$ cat src/rtl/seg_scan_sched.sv
// seg_scan_sched -- six-digit multiplexed 7-segment scan scheduler.
//
// Walks digits 0..5, one per SCAN_DIV-cycle slot, and hands each digit's
// select/segment pattern to an external 74HC595 shifter through a
// tx_start / tx_busy handshake. Frames are double-buffered: load fills a
// shadow copy, and the shadow copy is promoted to the displayed copy only
// when digit 5 completes, so a frame is never torn.
//
// Ports
//   clk        in   sole clock, rising edge
//   rst        in   synchronous active-high reset
//   en         in   1 = scan runs, 0 = display blanked
//   data_in    in   [23:0] six hex nibbles, digit k = data_in[4k+3:4k]
//   dp_in      in   [5:0] decimal-point mask, bit k = dp of digit k
//   load       in   one-cycle strobe capturing data_in/dp_in
//   tx_busy    in   shifter busy
//   tx_start   out  one-cycle transfer request
//   sel        out  [5:0] digit select, one-hot active-low
//   seg        out  [7:0] {dp,g,f,e,d,c,b,a}, active-low
//   frame_done out  one-cycle pulse after the digit-5 transfer completes
//   err        out  sticky slot-overrun / busy-timeout flag
module seg_scan_sched #(
  parameter int SCAN_DIV = 50000,
  parameter int BUSY_TO  = 16
) (
  input  logic        clk,
  input  logic        rst,
  input  logic        en,
  input  logic [23:0] data_in,
  input  logic [5:0]  dp_in,
  input  logic        load,
  input  logic        tx_busy,
  output logic        tx_start,
  output logic [5:0]  sel,
  output logic [7:0]  seg,
  output logic        frame_done,
  output logic        err
);

  localparam int CNT_W = $clog2(SCAN_DIV);
  localparam int TO_W  = $clog2(BUSY_TO + 1);
  localparam logic [CNT_W-1:0] CNT_LAST = CNT_W'(SCAN_DIV - 1);
  localparam logic [TO_W-1:0]  TO_LAST  = TO_W'(BUSY_TO - 1);

  typedef enum logic [2:0] {
    IDLE, WAIT_TICK, ISSUE, WAIT_BUSY, WAIT_DONE, BLANK
  } state_t;

  state_t            state_q, state_d;
  logic [CNT_W-1:0]  cnt_q, cnt_d;
  logic [TO_W-1:0]   to_q, to_d;
  logic [2:0]        idx_q, idx_d;
  logic [5:0]        sel_q, sel_d;
  logic [7:0]        seg_q, seg_d;
  logic              err_q, err_d;
  logic              fd_q, fd_d;
  logic              blank_q, blank_d;
  logic [23:0]       shd_data_q, shd_data_d;
  logic [5:0]        shd_dp_q, shd_dp_d;
  logic [23:0]       act_data_q, act_data_d;
  logic [5:0]        act_dp_q, act_dp_d;

  logic              tick;
  logic              done;
  logic [31:0]       data_ext;
  logic [7:0]        dp_ext;
  logic [3:0]        cur_nib;
  logic              cur_dp;

  // Active-low glyph {g,f,e,d,c,b,a} for a hex nibble.
  function automatic logic [6:0] hex_glyph(input logic [3:0] n);
    case (n)
      4'h0: hex_glyph = 7'h40;
      4'h1: hex_glyph = 7'h79;
      4'h2: hex_glyph = 7'h24;
      4'h3: hex_glyph = 7'h30;
      4'h4: hex_glyph = 7'h19;
      4'h5: hex_glyph = 7'h12;
      4'h6: hex_glyph = 7'h02;
      4'h7: hex_glyph = 7'h78;
      4'h8: hex_glyph = 7'h00;
      4'h9: hex_glyph = 7'h10;
      4'hA: hex_glyph = 7'h08;
      4'hB: hex_glyph = 7'h03;
      4'hC: hex_glyph = 7'h46;
      4'hD: hex_glyph = 7'h21;
      4'hE: hex_glyph = 7'h06;
      default: hex_glyph = 7'h0E;
    endcase
  endfunction

  // Padded copies so that idx values 6/7 index harmlessly.
  assign data_ext = {8'h00, act_data_q};
  assign dp_ext   = {2'b00, act_dp_q};
  assign cur_nib  = data_ext[{idx_q, 2'b00} +: 4];
  assign cur_dp   = dp_ext[idx_q];

  assign tick = en && (cnt_q == CNT_LAST);

  always_comb begin
    state_d    = state_q;
    to_d       = to_q;
    idx_d      = idx_q;
    sel_d      = sel_q;
    seg_d      = seg_q;
    err_d      = err_q;
    fd_d       = 1'b0;
    blank_d    = blank_q;
    shd_data_d = shd_data_q;
    shd_dp_d   = shd_dp_q;
    act_data_d = act_data_q;
    act_dp_d   = act_dp_q;
    done       = 1'b0;

    // Slot counter runs only while enabled so re-enabling starts a full slot.
    if (!en)       cnt_d = '0;
    else if (tick) cnt_d = '0;
    else           cnt_d = cnt_q + 1'b1;

    if (load) begin
      shd_data_d = data_in;
      shd_dp_d   = dp_in;
    end

    case (state_q)
      IDLE: begin
        if (en) state_d = WAIT_TICK;
      end
      WAIT_TICK: begin
        if (tick) begin
          sel_d   = ~(6'd1 << idx_q);
          seg_d   = {~cur_dp, hex_glyph(cur_nib)};
          blank_d = 1'b0;
          state_d = ISSUE;
        end else if (!en) begin
          state_d = BLANK;
        end
      end
      BLANK: begin
        sel_d   = 6'h3F;
        seg_d   = 8'hFF;
        blank_d = 1'b1;
        state_d = ISSUE;
      end
      ISSUE: begin
        // Counts cycles elapsed since tx_start; 1 on the first WAIT_BUSY cycle.
        to_d    = TO_W'(1);
        state_d = WAIT_BUSY;
        if (tick) err_d = 1'b1;
      end
      WAIT_BUSY: begin
        if (tick) err_d = 1'b1;
        to_d = to_q + 1'b1;
        if (tx_busy) begin
          state_d = WAIT_DONE;
        end else if (to_q >= TO_LAST) begin
          err_d = 1'b1;
          done  = 1'b1;
        end
      end
      WAIT_DONE: begin
        if (tick) err_d = 1'b1;
        if (!tx_busy) done = 1'b1;
      end
      default: state_d = IDLE;
    endcase

    if (done) begin
      if (blank_q) begin
        // Blanking transfer: park at digit 0, no frame accounting.
        idx_d   = 3'd0;
        blank_d = 1'b0;
        state_d = IDLE;
      end else begin
        if (idx_q == 3'd5) begin
          idx_d = 3'd0;
          fd_d  = 1'b1;
          // A load coinciding with the wrap bypasses the shadow copy.
          act_data_d = load ? data_in : shd_data_q;
          act_dp_d   = load ? dp_in   : shd_dp_q;
        end else begin
          idx_d = idx_q + 3'd1;
        end
        state_d = en ? WAIT_TICK : BLANK;
      end
    end
  end

  always_ff @(posedge clk) begin
    if (rst) begin
      state_q    <= IDLE;
      cnt_q      <= '0;
      to_q       <= '0;
      idx_q      <= 3'd0;
      sel_q      <= 6'h3F;
      seg_q      <= 8'hFF;
      err_q      <= 1'b0;
      fd_q       <= 1'b0;
      blank_q    <= 1'b0;
      shd_data_q <= '0;
      shd_dp_q   <= '0;
      act_data_q <= '0;
      act_dp_q   <= '0;
    end else begin
      state_q    <= state_d;
      cnt_q      <= cnt_d;
      to_q       <= to_d;
      idx_q      <= idx_d;
      sel_q      <= sel_d;
      seg_q      <= seg_d;
      err_q      <= err_d;
      fd_q       <= fd_d;
      blank_q    <= blank_d;
      shd_data_q <= shd_data_d;
      shd_dp_q   <= shd_dp_d;
      act_data_q <= act_data_d;
      act_dp_q   <= act_dp_d;
    end
  end

  assign tx_start   = (state_q == ISSUE);
  assign sel        = sel_q;
  assign seg        = seg_q;
  assign frame_done = fd_q;
  assign err        = err_q;

endmodule

$ cat config.mk
export PLATFORM = sky130hd
export DESIGN_NAME = seg_scan_sched
export DESIGN_NICKNAME = d
export VERILOG_FILES = /design/src/rtl/seg_scan_sched.sv
export SDC_FILE = /design/constraint.sdc
export NUM_CORES = 1
export LEC_CHECK = 0
export BUFFER_PORTS_ARGS = -buffer_cell sky130_fd_sc_hd__buf_2
export CAP_MARGIN = 20
export CORE_ASPECT_RATIO = 1.2
export CORE_UTILIZATION = 63
export CTS_BUF_LIST = sky130_fd_sc_hd__clkbuf_16
export DETAILED_ROUTE_END_ITERATION = 12
export PLACE_DENSITY = 0.87
export SLEW_MARGIN = 20
export SYNTH_ARGS = -nofsm -noshare
export SYNTH_HDL_FRONTEND = slang
export SYNTH_SLANG_ARGS = --single-unit
$ cat constraint.sdc
create_clock -name clk -period 4 [get_ports clk]
set_input_delay 1 -clock clk [delete_from_list [all_inputs] [get_ports clk]]
set_output_delay 1 -clock clk [all_outputs]
set_load 0.01 [all_outputs]
# ---- Word level (Yosys, flattened, before mapping)
# Memory sizes are Yosys's and may differ from the RTL's.
# Cells that the tools add are included.
dict set report totals {
  wordCells 81
  n_memories 1
  mem_bits_ro 112
  regBits 104
  out_inout_bits 17
  input_bits 35
}
dict set report op_classes {
  bitwise_logic 5
  n_lt_le_gt_ge 2
  mux 32
  n_eq_ne 12
  n_shift 2
  n_reduce_logical 11
  n_addsub 3
}
# memory words word_bits rd rd_ports_with_merged_regs wr line_no
set memory_table {}
lappend memory_table {{(no name shown)} 16 7 1 0 0 72} ;# case (n)
# operator count
set ops {}
lappend ops {{$shiftx A32 B6 Y4} 1}
lappend ops {{$mux W3} 9}
lappend ops {{$mux W24} 1}
lappend ops {{$pmux W3 S6} 1}
lappend ops {{$add A16 B1 Y16 const B} 1}
lappend ops {{$eq A16 B16 Y1 const B} 1}
lappend ops {{$pmux W8 S2} 1}
lappend ops {{$mux W6} 2}
lappend ops {{$pmux W6 S2} 1}
lappend ops {{$mux W1} 11}
lappend ops {{$pmux W5 S2} 1}
lappend ops {{$eq A3 B3 Y1 const B} 3}
lappend ops {{$mux W8} 1}
lappend ops {{$eq A3 B2 Y1 const B} 2}
lappend ops {{$ne A3 B3 Y1 const B} 2}
lappend ops {{$not A6 Y6} 1}
lappend ops {{$pmux W1 S2} 3}
lappend ops {{$reduce_bool A2 Y1} 3}
lappend ops {{$reduce_or A3 Y1} 2}
lappend ops {{$shl A1 B3 Y6 const A} 1}
lappend ops {{$add A5 B1 Y5 const B} 1}
lappend ops {{$ge A5 B4 Y1 const B} 1}
lappend ops {{$lt A3 B4 Y1 const B} 1}
lappend ops {{$ne A2 B2 Y1 const B} 2}
lappend ops {{other kinds (11)} 14}

# ---- Logic depth before layout (Yosys ltp)
dict set report depth {
  ltp_word 6
  depth_mapped 12
}

# ---- Worst setup path after synthesis
# Ideal clock, no wire load.
dict set report synth_timing {
  path_type {register to register}
  startpoint {register idx_q[1]}
  endpoint {register seg_q[3] (netlist: seg[3])}
  synth_period_minus_slack_ps 2273
  stages_incl_launch_ff 11
  arrival_ps 2123
  path_buffers 2
  setup_time_ps 150
  slack_ps 1727
  required_ps 3850
  cell_sequence {dfxtp_1 buf_6 clkbuf_1 mux2i_1 o22ai_1 a21oi_1 inv_1 ha_1 mux2_2 mux2i_1 o211ai_1}
}
dict set report synth_via {
  elab_chain_cells 4
}
# element line_no
set synth_rtl {}
lappend synth_rtl {{start: declaration} 52} ;# logic [2:0] idx_q, idx_d;
lappend synth_rtl {{start signal: assignment} 208} ;# idx_q <= idx_d;
lappend synth_rtl {{$shiftx A32 B6 Y4} 95} ;# assign cur_nib = data_ext[{idx_q, 2'b00} +: 4];
lappend synth_rtl {{$mem_v2 Z16 W7} n/a}
lappend synth_rtl {{$mux W8} 130} ;# if (tick) begin
lappend synth_rtl {{$pmux W8 S2} 125} ;# case (state_q)
lappend synth_rtl {{end signal: assignment} 210} ;# seg_q <= seg_d;
lappend synth_rtl {{end: declaration} 54} ;# logic [7:0] seg_q, seg_d;
# Every way passes these cells. The select of a mux whose other input is x is not followed.
# A chain may end at the register's enable or synchronous reset.

# ---- Worst setup path in the final report
# Ends and elaborated chain as after synthesis.

==> impl_metrics.prom <==
# TYPE chip_impl_metric gauge
chip_impl_info{name="status",value="complete, no violations"} 1
chip_impl_info{name="hold_class",value="flop to flop"} 1
chip_impl_metric{name="number_of_search_and_repair_iterations_in_the_first_detailed_routing_pass",unit=""} 4
chip_impl_metric{name="met2WireLength",unit="mm"} 4.44
chip_impl_metric{name="viasPerCell",unit=""} 5.67
chip_impl_metric{name="total_grt_overflow",unit=""} 0
chip_impl_metric{name="finClkSkew",unit="ns"} 0.00704
chip_impl_metric{name="io_buffers",unit=""} 51
chip_impl_metric{name="period_minus_slack",unit="ns"} 2.79
chip_impl_metric{name="floorplan.core_area",unit="mm²"} 0.00698
chip_impl_metric{name="pre_cts_slack",unit="ns"} 1.23
chip_impl_metric{name="finalWirelength",unit="mm"} 9.20
chip_impl_metric{name="syn_nets",unit=""} 569
chip_impl_info{name="rsz_0062_raised_after_global_routing",value="no"} 1
chip_impl_metric{name="intPower",unit="mW"} 1.61
chip_impl_metric{name="syn_avg_cell_area",unit="µm²"} 8.87
chip_impl_info{name="layout_commonest_cell",value="dfxtp_1"} 1
chip_impl_info{name="path_class",value="flop to flop"} 1
chip_impl_metric{name="post_synthesis_cell_area",unit="mm²"} 0.00465
chip_impl_metric{name="largest_net_degree_at_the_start_of_global_routing",unit=""} 78
chip_impl_metric{name="floorplan.rows",unit=""} 33
chip_impl_metric{name="postPlaceCellArea",unit="mm²"} 0.00487
chip_impl_metric{name="numCtsBuffers",unit=""} 9
chip_impl_metric{name="gate_count_post_synth",unit=""} 524
chip_impl_info{name="setup.worst_path.start_class",value="flop"} 1
chip_impl_metric{name="synth.yosys.warnings",unit=""} 0
chip_impl_metric{name="clk_transition_reported_paths",unit="ns"} 0.07
chip_impl_metric{name="drt-met1-wl",unit="mm"} 4.13
chip_impl_info{name="tritoncts",value="built"} 1
chip_impl_metric{name="worstMarginPinSlew",unit="ns"} 0.830
chip_impl_metric{name="tightest_hold_margin",unit="ns"} 0.445
chip_impl_metric{name="worst_ir_drop_vdd",unit="V"} 0.000379
chip_impl_metric{name="postCtsHoldBufs",unit=""} 0
chip_impl_metric{name="floorplan.initialDensity",unit="%"} 66.6
chip_impl_metric{name="switching_share",unit="%"} 27.0
chip_impl_metric{name="final-max-slew-violation-count",unit=""} 0
chip_impl_info{name="highest_layer",value="met4"} 1
chip_impl_metric{name="crit_path_max_fanout",unit=""} 18
chip_impl_metric{name="static_leakage",unit="nW"} 2.06
chip_impl_metric{name="ctsResizeCount",unit=""} 0
chip_impl_metric{name="floorplan.die_area",unit="mm²"} 0.00772
chip_impl_metric{name="postSynth.asyncResetShare",unit="%"} 0
chip_impl_metric{name="cts_htree_levels",unit=""} 3
chip_impl_metric{name="average_detailed_routed_wire_length_per_instance",unit="µm"} 14.2
chip_impl_metric{name="total_switching_power",unit="mW"} 0.597
chip_impl_metric{name="yosysSeqAreaShare",unit="%"} 44.8
chip_impl_metric{name="antenna_found_initial",unit=""} 0
chip_impl_metric{name="pwr-share-clk",unit="%"} 37.4
chip_impl_metric{name="report.final.hold_viol_count",unit=""} 0
chip_impl_metric{name="worst_case_headroom_to_the_max_slew_limit",unit="%"} 44.7
chip_impl_metric{name="drc",unit=""} 0
chip_impl_metric{name="cts_setup_buffers",unit=""} 0
chip_impl_metric{name="power-per-cell-area",unit="mW/mm²"} 429
chip_impl_metric{name="track_usage",unit="%"} 25.0
chip_impl_metric{name="area_growth_syn_to_layout",unit="%"} 10.9
chip_impl_metric{name="ctsLongestPathBuffers",unit=""} 2
chip_impl_metric{name="clkSinkCount",unit=""} 104
chip_impl_metric{name="vias_in_the_first_global_route",unit=""} 3351
chip_impl_info{name="ctsRootBufferMaster",value="clkbuf_16"} 1
chip_impl_metric{name="setup_viol",unit=""} 0
chip_impl_metric{name="antennaDiodeCount",unit=""} 0
chip_impl_metric{name="yosys_register_bits",unit=""} 104
chip_impl_metric{name="drive_above_1_share",unit="%"} 15.8
chip_impl_metric{name="pwr-share-comb",unit="%"} 10.8
chip_impl_metric{name="grt_pass1_wl",unit="mm"} 15.0
chip_impl_metric{name="route.met3.wl",unit="µm"} 418
chip_impl_info{name="setup.worst_path.end_class",value="flop"} 1
chip_impl_metric{name="floorplan.die.height",unit="µm"} 96.1
chip_impl_metric{name="power.share.sequential",unit="%"} 51.8
chip_impl_metric{name="period_share",unit="%"} 69.9
chip_impl_metric{name="via_count",unit=""} 3680
chip_impl_metric{name="gpl.final_weighted_congestion",unit=""} 0.871
chip_impl_info{name="most_used_cells_in_the_layout_excluding_fill_and_tap_cells",value="dfxtp_1 (104), nor2_1 (72), buf_2 (50), nand2_1 (47), mux2i_1 (44)"} 1
chip_impl_metric{name="ioPinCount",unit=""} 52
chip_impl_metric{name="max_freq",unit="MHz"} 358
chip_impl_metric{name="hpwl",unit="mm"} 6.18
chip_impl_metric{name="required_time_at_the_worst_slack_endpoint",unit="ns"} 4.20
chip_impl_metric{name="die-width",unit="µm"} 80.4
chip_impl_metric{name="finish.net_count",unit=""} 602
chip_impl_metric{name="clock_insertion_delay_worst_skew",unit="ns"} 0.35
chip_impl_info{name="ys.flop_type",value="dfxtp_1"} 1
chip_impl_metric{name="fin_ws",unit="ns"} 1.21
chip_impl_metric{name="drt-initial-drc-count",unit=""} 239
chip_impl_metric{name="synth_edf_count",unit=""} 0
chip_impl_metric{name="maxCapViolCount",unit=""} 0
chip_impl_metric{name="post-route-cell-area",unit="mm²"} 0.00515
chip_impl_metric{name="drtAntennaViolNets",unit=""} 0
chip_impl_metric{name="synth.distinct_cells",unit=""} 54
chip_impl_metric{name="crit_arrival",unit="ns"} 2.99
chip_impl_metric{name="tns",unit="ns"} 0
[cell type report]
type / instances / area [µm²]
multi-input cells: 374 / 2350
flip-flops and latches: 104 / 2080
inverters: 14 / 52.6
clock buffers: 9 / 225
well taps: 87 / 109
clock inverters: 7 / 55.1
fillers: 506 / 1820
repair buffers: 54 / 280
[per-stage QoR]
step           std cells  util (%)  total power, mW
2_1_floorplan        524         -             1.35
3_3_place_gp         633      69.8             1.39
3_5_place_dp         633      69.8             1.40
4_1_cts              649      73.8             2.22
5_1_grt              649      73.9             2.30
6_report             649      73.9             2.21
[logic make-up after synthesis]
| family | Yosys count | share of synthesized area [%] |
|---|---|---|
| adders and majority gates | 10 | 2.69 |
| buffers and inverters | 46 | 4.74 |
| muxes | 54 | 12.2 |
| DFF | 104 | 44.8 |
| AOI/OAI and AO/OA | 88 | 11.2 |
| and+or+nand+nor | 208 | 21.7 |
| xor gates and xnor gates | 14 | 2.64 |
[synthesized netlist by cell type (2+ instances only)]
| cell | number | area share (%) |
|---|---|---|
| dfxtp_1 | 104 | 45 |
| nor2_1 | 72 | 5.8 |
| nand2_1 | 47 | 3.8 |
| mux2i_1 | 44 | 9.5 |
| o21ai_0 | 40 | 4.3 |
| nand2b_1 | 33 | 4.4 |
| clkbuf_1 | 19 | 1.5 |
| a21oi_1 | 18 | 1.9 |
| inv_1 | 14 | 1.1 |
| nor3_1 | 13 | 1.4 |
| nand3_1 | 12 | 1.3 |
| ha_1 | 10 | 2.7 |
| mux2_2 | 8 | 1.9 |
| xnor2_1 | 8 | 1.5 |
| buf_2 | 6 | 0.65 |
| nor2b_1 | 6 | 0.81 |
| xor2_1 | 6 | 1.1 |
| o211ai_1 | 5 | 0.81 |
| a31oi_1 | 4 | 0.54 |
| and3_1 | 4 | 0.54 |
| nand4_1 | 4 | 0.54 |
| a211oi_1 | 3 | 0.48 |
| and2_1 | 3 | 0.40 |
| nand3b_1 | 3 | 0.48 |
| o22ai_1 | 3 | 0.40 |
| a21oi_2 | 2 | 0.38 |
| a22oi_1 | 2 | 0.32 |
| buf_4 | 2 | 0.32 |
| buf_6 | 2 | 0.48 |
| nor4_1 | 2 | 0.27 |
| o21bai_1 | 2 | 0.32 |
[layer usage]
layer,up-vias,GRT usage [%]
met4,0,13.4
met3,20,4.83
met1,1710,31.7
met2,95,40.0
li1,1855,-
met5,-,0
[worst paths after layout]
check / startpoint / to / slack [ns] / cells past startpoint
worst max-delay path: idx_q[1] / seg[3] / 1.21 / 8
worst max register to register: idx_q[1] / seg[3] / 1.21 / 8
worst min-delay path: err / err / 0.45 / 2
worst min register to register: err / err / 0.45 / 2
[worst max-delay path: stages, from the launching register on]
cell and delay (ns):
dfxtp_1 0.79, mux2i_1 0.27, nor2_1 0.06, nor3_1 0.60, inv_1 0.15, ha_1 0.27
mux2_2 0.27, mux2i_1 0.14, o211ai_1 0.09
[sequential cells by signal, summed over array words and instances (netlist names), 3 cells and up, named ones only]
name and count:
act_data_q 24, shd_data_q 24, cnt_q 16, seg 8, act_dp_q 6, sel 6
shd_dp_q 6, to_q 5, idx_q 3, state_q 3
[power groups by stage]
stage | Sequential (mW) | Clock, mW | Combinational [mW]
2_1_floorplan | 1.11 | 0 | 0.235
3_3_place_gp | 1.16 | 0 | 0.228
3_5_place_dp | 1.16 | 0 | 0.236
4_1_cts | 1.14 | 0.839 | 0.239
5_1_grt | 1.15 | 0.880 | 0.265
6_report | 1.14 | 0.827 | 0.238
(Power assumes the default switching activity.)
